## config.mk

```make
export PLATFORM = sky130hd
export DESIGN_NAME = aes_round_sequencer
export DESIGN_NICKNAME = d
export VERILOG_FILES = /design/src/rtl/aes_pkg.sv /design/src/rtl/aes_round_sequencer.sv
export SDC_FILE = /design/constraint.sdc
export NUM_CORES = 1
export LEC_CHECK = 0
export ABC_AREA = 1
export CORE_AREA = 3 3 56 58
export CTS_CLUSTER_DIAMETER = 60
export DETAILED_ROUTE_END_ITERATION = 8
export DIE_AREA = 0 0 59 61
export RECOVER_POWER = 100
export SYNTH_ARGS = -nofsm -noshare
export SYNTH_HDL_FRONTEND = slang
export SYNTH_SLANG_ARGS = --single-unit
```

## constraint.sdc

```tcl
create_clock -name clk -period 1.7 [get_ports clk]
set_input_delay 0.34 -clock clk [delete_from_list [all_inputs] [get_ports clk]]
set_output_delay 0.34 -clock clk [all_outputs]
set_load 0.05 [all_outputs]
```

## src/rtl/aes_pkg.sv

```systemverilog
// Shared encodings for the AES round sequencer: key-length codes, default
// final-round indices and the sequencer state codes.
package aes_pkg;

    localparam logic [1:0] KEYLEN_128 = 2'b00;
    localparam logic [1:0] KEYLEN_192 = 2'b01;
    localparam logic [1:0] KEYLEN_256 = 2'b10;

    localparam int NR_128_DEFAULT = 10;
    localparam int NR_192_DEFAULT = 12;
    localparam int NR_256_DEFAULT = 14;

    localparam logic [1:0] IDLE = 2'b00;
    localparam logic [1:0] RUN  = 2'b01;
    localparam logic [1:0] DONE = 2'b10;

    // The reserved code 2'b11 falls back to the AES-128 round count.
    function automatic int nr_of(input logic [1:0] key_len);
        case (key_len)
            KEYLEN_192: nr_of = NR_192_DEFAULT;
            KEYLEN_256: nr_of = NR_256_DEFAULT;
            default:    nr_of = NR_128_DEFAULT;
        endcase
    endfunction

endpackage

```

## src/rtl/aes_round_sequencer.sv

```systemverilog
// AES round sequencer: walks the round index 0..NR (encrypt) or NR..0 (decrypt)
// with start/busy/done handshake, stall, abort and first/last-round flags.
module aes_round_sequencer
    import aes_pkg::*;
#(
    parameter int CNT_W  = 4,
    parameter int NR_128 = nr_of(KEYLEN_128),
    parameter int NR_192 = nr_of(KEYLEN_192),
    parameter int NR_256 = nr_of(KEYLEN_256)
) (
    input  logic             clk,
    input  logic             rst,
    input  logic             start,
    input  logic [1:0]       key_len,
    input  logic             decrypt,
    input  logic             stall,
    input  logic             abort,
    output logic [CNT_W-1:0] round,
    output logic             busy,
    output logic             first_round,
    output logic             last_round,
    output logic             done
);

    localparam int MAX_NR = (NR_128 > NR_192) ? ((NR_128 > NR_256) ? NR_128 : NR_256)
                                              : ((NR_192 > NR_256) ? NR_192 : NR_256);

    if ((2 ** CNT_W) <= MAX_NR) begin : g_width_check
        $error("aes_round_sequencer: CNT_W too narrow for the largest round count");
    end

    localparam logic [CNT_W-1:0] ZERO_C  = {CNT_W{1'b0}};
    localparam logic [CNT_W-1:0] ONE_C   = CNT_W'(1);
    localparam logic [CNT_W-1:0] NR128_C = CNT_W'(NR_128);
    localparam logic [CNT_W-1:0] NR192_C = CNT_W'(NR_192);
    localparam logic [CNT_W-1:0] NR256_C = CNT_W'(NR_256);

    function automatic logic [CNT_W-1:0] nr_sel(input logic [1:0] kl);
        case (kl)
            KEYLEN_192: nr_sel = NR192_C;
            KEYLEN_256: nr_sel = NR256_C;
            default:    nr_sel = NR128_C;
        endcase
    endfunction

    logic [1:0]       state_r, state_s;
    logic [CNT_W-1:0] round_r, round_s;
    logic [CNT_W-1:0] nr_r, nr_s;
    logic             dir_r, dir_s;
    logic [CNT_W-1:0] end_r_s;
    logic             busy_r, done_r, first_r, last_r;
    logic             first_s, last_s;

    assign end_r_s = dir_r ? ZERO_C : nr_r;

    // Next-state and next-round decode; abort overrides start and stall.
    always_comb begin
        state_s = state_r;
        round_s = round_r;
        nr_s    = nr_r;
        dir_s   = dir_r;
        if (abort) begin
            state_s = IDLE;
            round_s = ZERO_C;
        end else begin
            case (state_r)
                IDLE, DONE: begin
                    if (start) begin
                        state_s = RUN;
                        nr_s    = nr_sel(key_len);
                        dir_s   = decrypt;
                        round_s = decrypt ? nr_sel(key_len) : ZERO_C;
                    end else begin
                        state_s = IDLE;
                        round_s = ZERO_C;
                    end
                end
                RUN: begin
                    if (stall) begin
                        state_s = RUN;
                    end else if (round_r == end_r_s) begin
                        state_s = DONE;
                    end else if (dir_r) begin
                        round_s = round_r - ONE_C;
                    end else begin
                        round_s = round_r + ONE_C;
                    end
                end
                default: begin
                    state_s = IDLE;
                    round_s = ZERO_C;
                end
            endcase
        end
    end

    // Flags are decoded from the next state so they can be registered alongside it.
    always_comb begin
        first_s = (state_s == RUN) && (round_s == (dir_s ? nr_s : ZERO_C));
        last_s  = (state_s == RUN) && (round_s == (dir_s ? ZERO_C : nr_s));
    end

    // State, round, latched mode and registered output flags.
    always_ff @(posedge clk or posedge rst) begin
        if (rst) begin
            state_r <= IDLE;
            round_r <= ZERO_C;
            nr_r    <= ZERO_C;
            dir_r   <= 1'b0;
            busy_r  <= 1'b0;
            done_r  <= 1'b0;
            first_r <= 1'b0;
            last_r  <= 1'b0;
        end else begin
            state_r <= state_s;
            round_r <= round_s;
            nr_r    <= nr_s;
            dir_r   <= dir_s;
            busy_r  <= (state_s == RUN);
            done_r  <= (state_s == DONE);
            first_r <= first_s;
            last_r  <= last_s;
        end
    end

    assign round       = round_r;
    assign busy        = busy_r;
    assign done        = done_r;
    assign first_round = first_r;
    assign last_round  = last_r;

endmodule

```

==> results of run 1 <==
## cell usage after synthesis
| cell type | number | area, um^2 |
|---|---|---|
| nand2_1 | 45 | 169 |
| inv_1 | 33 | 124 |
| nand3_1 | 20 | 100 |
| dfrtp_1 | 15 | 375 |
| nor2_2 | 8 | 50.1 |
| nor2_1 | 6 | 22.5 |
| nand2_2 | 5 | 31.3 |
| ha_1 | 3 | 37.5 |
| nand2_4 | 2 | 22.5 |
| nand3_2 | 2 | 20.0 |
| nand3b_1 | 2 | 15.0 |
| nand4_1 | 2 | 12.5 |
| nor3_1 | 2 | 10.0 |
| o21ai_0 | 2 | 10.0 |
| xnor2_1 | 2 | 17.5 |
| a21oi_1 | 1 | 5.00 |
| buf_2 | 1 | 5.00 |
| fa_1 | 1 | 20.0 |
| inv_2 | 1 | 3.75 |
| inv_4 | 1 | 6.26 |
| o21ai_1 | 1 | 5.00 |
| o21ai_4 | 1 | 16.3 |
## layer usage
layer,up-vias,track usage,wire length [um]
met3,4,0.0298,94
met1,503,0.203,1140
met5,-,0,0
met2,23,0.289,1410
met4,0,0.0453,26
li1,560,-,-
## through the flow
step | std cells | hold slack (ps)
floorplan | 156 | 241
global placement | 222 | 520
detailed placement | 222 | 534
CTS | 227 | 377
global route | 230 | 643
finish | 230 | 578
## logic make-up (layout without fill, tap and decap cells)
family / after synthesis / count (layout) / synth area share
flip-flops: 15 / 15 / 0.348
adder cells (fa/ha/maj): 4 / 4 / 0.0534
AND/OR/NAND/NOR: 94 / 94 / 0.420
AO/OA/AOI/OAI: 5 / 5 / 0.0336
XOR/XNOR: 2 / 2 / 0.0162
buffers and inverters: 36 / 79 / 0.129
## critical path: stages (launching register included)
cell	delay (ps)
dfrtp_2	510
ha_4	300
buf_4	140
xnor2_1	160
nand3_1	110
nand3_2	110
nand2_2	70
nand2_4	100
nor2_2	40
nor2_2	90
nand2_1	70
nor2_2	70
## how the worst max path moves through the flow
stage | start | to | cells past startpoint
2_1_floorplan | round[1] | last_round | 8
3_3_place_gp | key_len[1] | first_round | 12
3_5_place_dp | key_len[1] | first_round | 12
4_1_cts | dir_r | last_round | 15
5_1_grt | dir_r | first_round | 15
6_report | dir_r | first_round | 11
## power groups by stage
| stage | Sequential [mW] | Combinational [mW] | Clock, mW |
|---|---|---|---|
| global placement | 0.441 | 0.579 | 0 |
| detailed placement | 0.444 | 0.592 | 0 |
| CTS | 0.437 | 0.607 | 0.214 |
| finish | 0.445 | 0.715 | 0.207 |
| floorplan | 0.496 | 0.345 | 0 |
| global route | 0.451 | 0.797 | 0.230 |
## registers in the layout, indices dropped and copies added, names as in the netlist
name,count
nr_r,4
round,4
state_r,2
busy,1
dir_r,1
done,1
first_round,1
last_round,1
## layout make-up
class                      count  area (um^2)  share of cell area
inverter                      35          136              0.0850
timing repair buffer          39          310               0.193
multi-input combinational    105          703               0.438
timing repair inverter         1         6.26             0.00390
clock inverter                 1         5.00             0.00312
clock buffer                   3         22.5              0.0140
tap                           31         38.8              0.0242
sequential                    15          382               0.238
## repair_timing
item | CTS | global route
endpoints found under the hold margin | 0 | 0
endpoints found under the setup margin | 5 | 6
buffers inserted | 1 | 2
gates cloned | 0 | 1
resized for setup | 2 | 32
pin swaps | 2 | 19
==> impl_metrics.yaml, run 1 <==
drt:
  first_pass_iters: 4
  wl_um: 2680
  viasPerCell: 4.74
  wl_per_cell_um: 11.6
  remaining_drc_errors: 0
  vias: 1090
  antenna_left: 0
  drtIter0Drc: 27
synth:
  synth_cells: 156
  yosysSeqAreaShare: 0.348
  yosys_warnings: 0
  syn-mean-instance-area_um2: 6.91
  syn_area_um2: 1080
  synth_fp_nets: 168
  ys_seq_elements: 15
  synth_cell_types: 22
critical_path:
  rr_worst_depth: 11
  worstSetupStartpointType: "register"
  required_ps: 1920
  reg2reg_slack_ps: -110
  worstReg2RegStart: "dir_r"
  r2r_end: "first_round"
  crit_type: "reg2reg"
  cp.arrival_ps: 2040
  crit_fanout: 7
  crit_path_end_kind: "register"
sta:
  slew_violations: 0
  timing.final.ws_setup_ps: -113
  fin_setup_tns_ps: -301
  clock_skew_ps: 3.07
  rsz0062_at_grt: "yes"
  final_hold_viol_count: 0
  final-setup-viol-count: 3
  period_minus_slack_ps: 1810
  slew_headroom: 0.443
  worst_pin_slew_ps: 836
  fmax_mhz: 552
  post-route-period-util: 1.07
final_layout:
  finalCoreUtilization: 0.592
  antennaDiodeCount: 0
  drive_gt1_frac: 0.432
  syn_to_final_growth_pct: 48.7
  finalNetCount: 212
  final_common_cell: "inv_1"
  most-common-layout-cells: "33 x inv_1, 31 x nand2_1, 30 x buf_4, 14 x nand2_2, 12 x nand3_1"
  final_cell_area_um2: 1600
  fillers: 255
power:
  power_density_nw_per_um2: 852
  seq_power_share: 0.325
  leakage_nw: 0.903
  swShare: 0.429
  switching_power_mw: 0.586
  p_total_mw: 1.37
  clkPwrFrac: 0.151
  internal_power_mw: 0.781
  p_comb_frac: 0.523
  ir_drop_mv: 0.491
clocking:
  clk_pin_slew_worst_paths_ps: 100
  htreeDepth: 1
  cts.sinks: 15
  insertion_delay_ps: 280
  cts_hold_buf: 0
  cts_buffer_depth: 2
  cts_buffers: 3
  cts_tree: "yes"
  root_buffer: "clkbuf_4"
placed_design:
  placed_area_um2: 1420
  dpl_worst_slack_ps: -220
  place_congestion: 0.884
  hpwl_um: 2060
  port_buffers: 15
floorplanning:
  start_util: 0.398
  row_count: 19
  die_area_um2: 3600
  boundaryPins: 16
  die_h_um: 61
  die_w_um: 59
  core-area_um2: 2710
hold_path:
  hold_class: "reg2reg"
  holdPathStages: 2
  hold_start: "nr_r[3]"
  holdPathEnd: "nr_r[3]"
status:
  violations: "negative setup slack"
  status: "complete, but fails checks"
global_routing:
  grt_max_degree: 16
  antenna_found_initial: 0
  grt_pass1_wl_um: 4430
  grt_pass1_vias: 1066
  grt_overflow: 0
  gr-usage-all-layers: 0.163
run:
  maxCapViolations: 0
Note: power is estimated with default switching activity, not from simulation.
==> run 2: changes to the inputs <==
--- a/config.mk
+++ b/config.mk
@@ -11,6 +11,7 @@
 export DETAILED_ROUTE_END_ITERATION = 8
 export DIE_AREA = 0 0 59 61
 export RECOVER_POWER = 100
+export SKIP_CTS_REPAIR_TIMING = 1
 export SYNTH_ARGS = -nofsm -noshare
 export SYNTH_HDL_FRONTEND = slang
 export SYNTH_SLANG_ARGS = --single-unit
==> impl_metrics.yaml, run 2 (synthesis gave the netlist of run 1 again) <==
clocking:
  cts_tree: "yes"
  cts.sinks: 15
  htreeDepth: 1
  root_buffer: "clkbuf_4"
  cts_buffer_depth: 2
  insertion_delay_ps: 290
  clk_pin_slew_worst_paths_ps: 100
  cts_buffers: 3
floorplanning:
  die_area_um2: 3600
  core-area_um2: 2710
  die_w_um: 59
  die_h_um: 61
  boundaryPins: 16
  start_util: 0.398
  row_count: 19
final_layout:
  syn_to_final_growth_pct: 42.8
  antennaDiodeCount: 0
  final_common_cell: "nand2_1"
  finalNetCount: 211
  drive_gt1_frac: 0.379
  most-common-layout-cells: "37 x nand2_1, 33 x inv_1, 30 x buf_4, 16 x nand3_1, 10 x dfrtp_1"
  final_cell_area_um2: 1540
sta:
  rsz0062_at_grt: "yes"
  final-setup-viol-count: 2
  fmax_mhz: 567
  post-route-period-util: 1.04
  timing.final.ws_setup_ps: -64.9
  clock_skew_ps: 6.15
  worst_pin_slew_ps: 851
  slew_violations: 0
  slew_headroom: 0.433
  period_minus_slack_ps: 1760
  final_hold_viol_count: 0
  whs_ps: 567
drt:
  wl_per_cell_um: 11.4
  wl_um: 2620
  first_pass_iters: 4
  viasPerCell: 4.73
  antenna_left: 0
  vias: 1083
  drtIter0Drc: 21
  remaining_drc_errors: 0
critical_path:
  cp_common_cell: "nor2_2"
  crit_path_end_kind: "register"
  crit_type: "reg2reg"
  required_ps: 1930
  worstSetupStartpointType: "register"
  critPathMaxStageDelay_ps: 510
  cp.arrival_ps: 1990
  crit_chain: "ha_4, buf_4, xnor2_1, nand3_1, nand3_2, nand2_2, nand2_4, nor2_2, nor2_2, nand2_1, nor2_2"
  crit_slowest_cell: "dfrtp_2"
  crit_fanout: 7
global_routing:
  grt_max_degree: 16
  grt_pass1_wl_um: 4390
  grt_overflow: 0
  gr-usage-all-layers: 0.162
  antenna_found_initial: 0
  grt_pass1_vias: 1060
status:
  violations: "negative setup slack"
  status: "complete, but fails checks"
run:
  maxCapViolations: 0
placed_design:
  place_congestion: 0.884
  placed_area_um2: 1420
  port_buffers: 15
  hpwl_um: 2060
power:
  leakage_nw: 0.883
  ir_drop_mv: 0.484
  power_density_nw_per_um2: 856
hold_path:
  hold_class: "reg2reg"
run 2: cell count changes in the layout (fill, tap and decap cells not counted), sizes merged:
cell  before  now
buf       31   30
run 2: critical path: cells and delay by family, from the launching register on:
family	cells	cell delay (ps)
AND/OR/NAND/NOR	8	630
flip-flops	1	510
adder cells (fa/ha/maj)	1	270
XOR/XNOR	1	150
buffers and inverters	1	130
run 2: final cells by class:
| class | count | area (um^2) |
|---|---|---|
| clock inverters | 1 | 5.00 |
| well taps | 31 | 38.8 |
| flip-flops and latches | 15 | 382 |
| multi-input cells | 105 | 651 |
| inverters | 35 | 136 |
| clock buffers | 3 | 22.5 |
| repair buffers | 38 | 299 |
| repair inverters | 1 | 6.26 |
| fillers | 259 | 1170 |
run 2: metrics by stage:
step,cells,utilization,total power [mW],setup WS [ps],setup TNS (ps)
4_1_cts,226,0.536,1.25,-192,-688
6_report,229,0.568,1.32,-64.9,-126
2_1_floorplan,156,-,0.840,0.912,0
3_5_place_dp,222,0.525,1.04,-220,-657
3_3_place_gp,222,0.525,1.02,-181,-409
5_1_grt,229,0.568,1.42,-250,-801
run 2: layer usage:
layer	track usage	up-vias	wire length, um
met5	0	-	0
met4	0.0453	0	12
met3	0.0298	2	114
met2	0.289	27	1340
met1	0.199	497	1150
li1	-	557	-
run 2: path summary, 6_finish.rpt:
check | cells past startpoint | slack [ps] | end | from
max | 11 | -60 | last_round | dir_r
min | 2 | 570 | nr_r[3] | nr_r[3]
max reg2reg | 11 | -60 | last_round | dir_r
min reg2reg | 2 | 570 | nr_r[3] | nr_r[3]
max in group asynchronous | 3 | 380 | dir_r | rst
min in group asynchronous | 3 | 730 | busy | rst
run 2: power breakdown:
part           switching (mW)  leakage, nW  internal [mW]
logic                   0.386        0.682          0.277
registers              0.0487        0.184          0.394
clock network           0.125       0.0177         0.0874
==> run 3: changes to the inputs <==
--- a/config.mk
+++ b/config.mk
@@ -7,7 +7,6 @@
 export LEC_CHECK = 0
 export ABC_AREA = 1
 export CORE_AREA = 3 3 56 58
-export CTS_CLUSTER_DIAMETER = 60
 export DETAILED_ROUTE_END_ITERATION = 8
 export DIE_AREA = 0 0 59 61
 export RECOVER_POWER = 100
==> results of run 3 <==
Same layout as run 2: the final DEF is identical, and so are final timing and power.
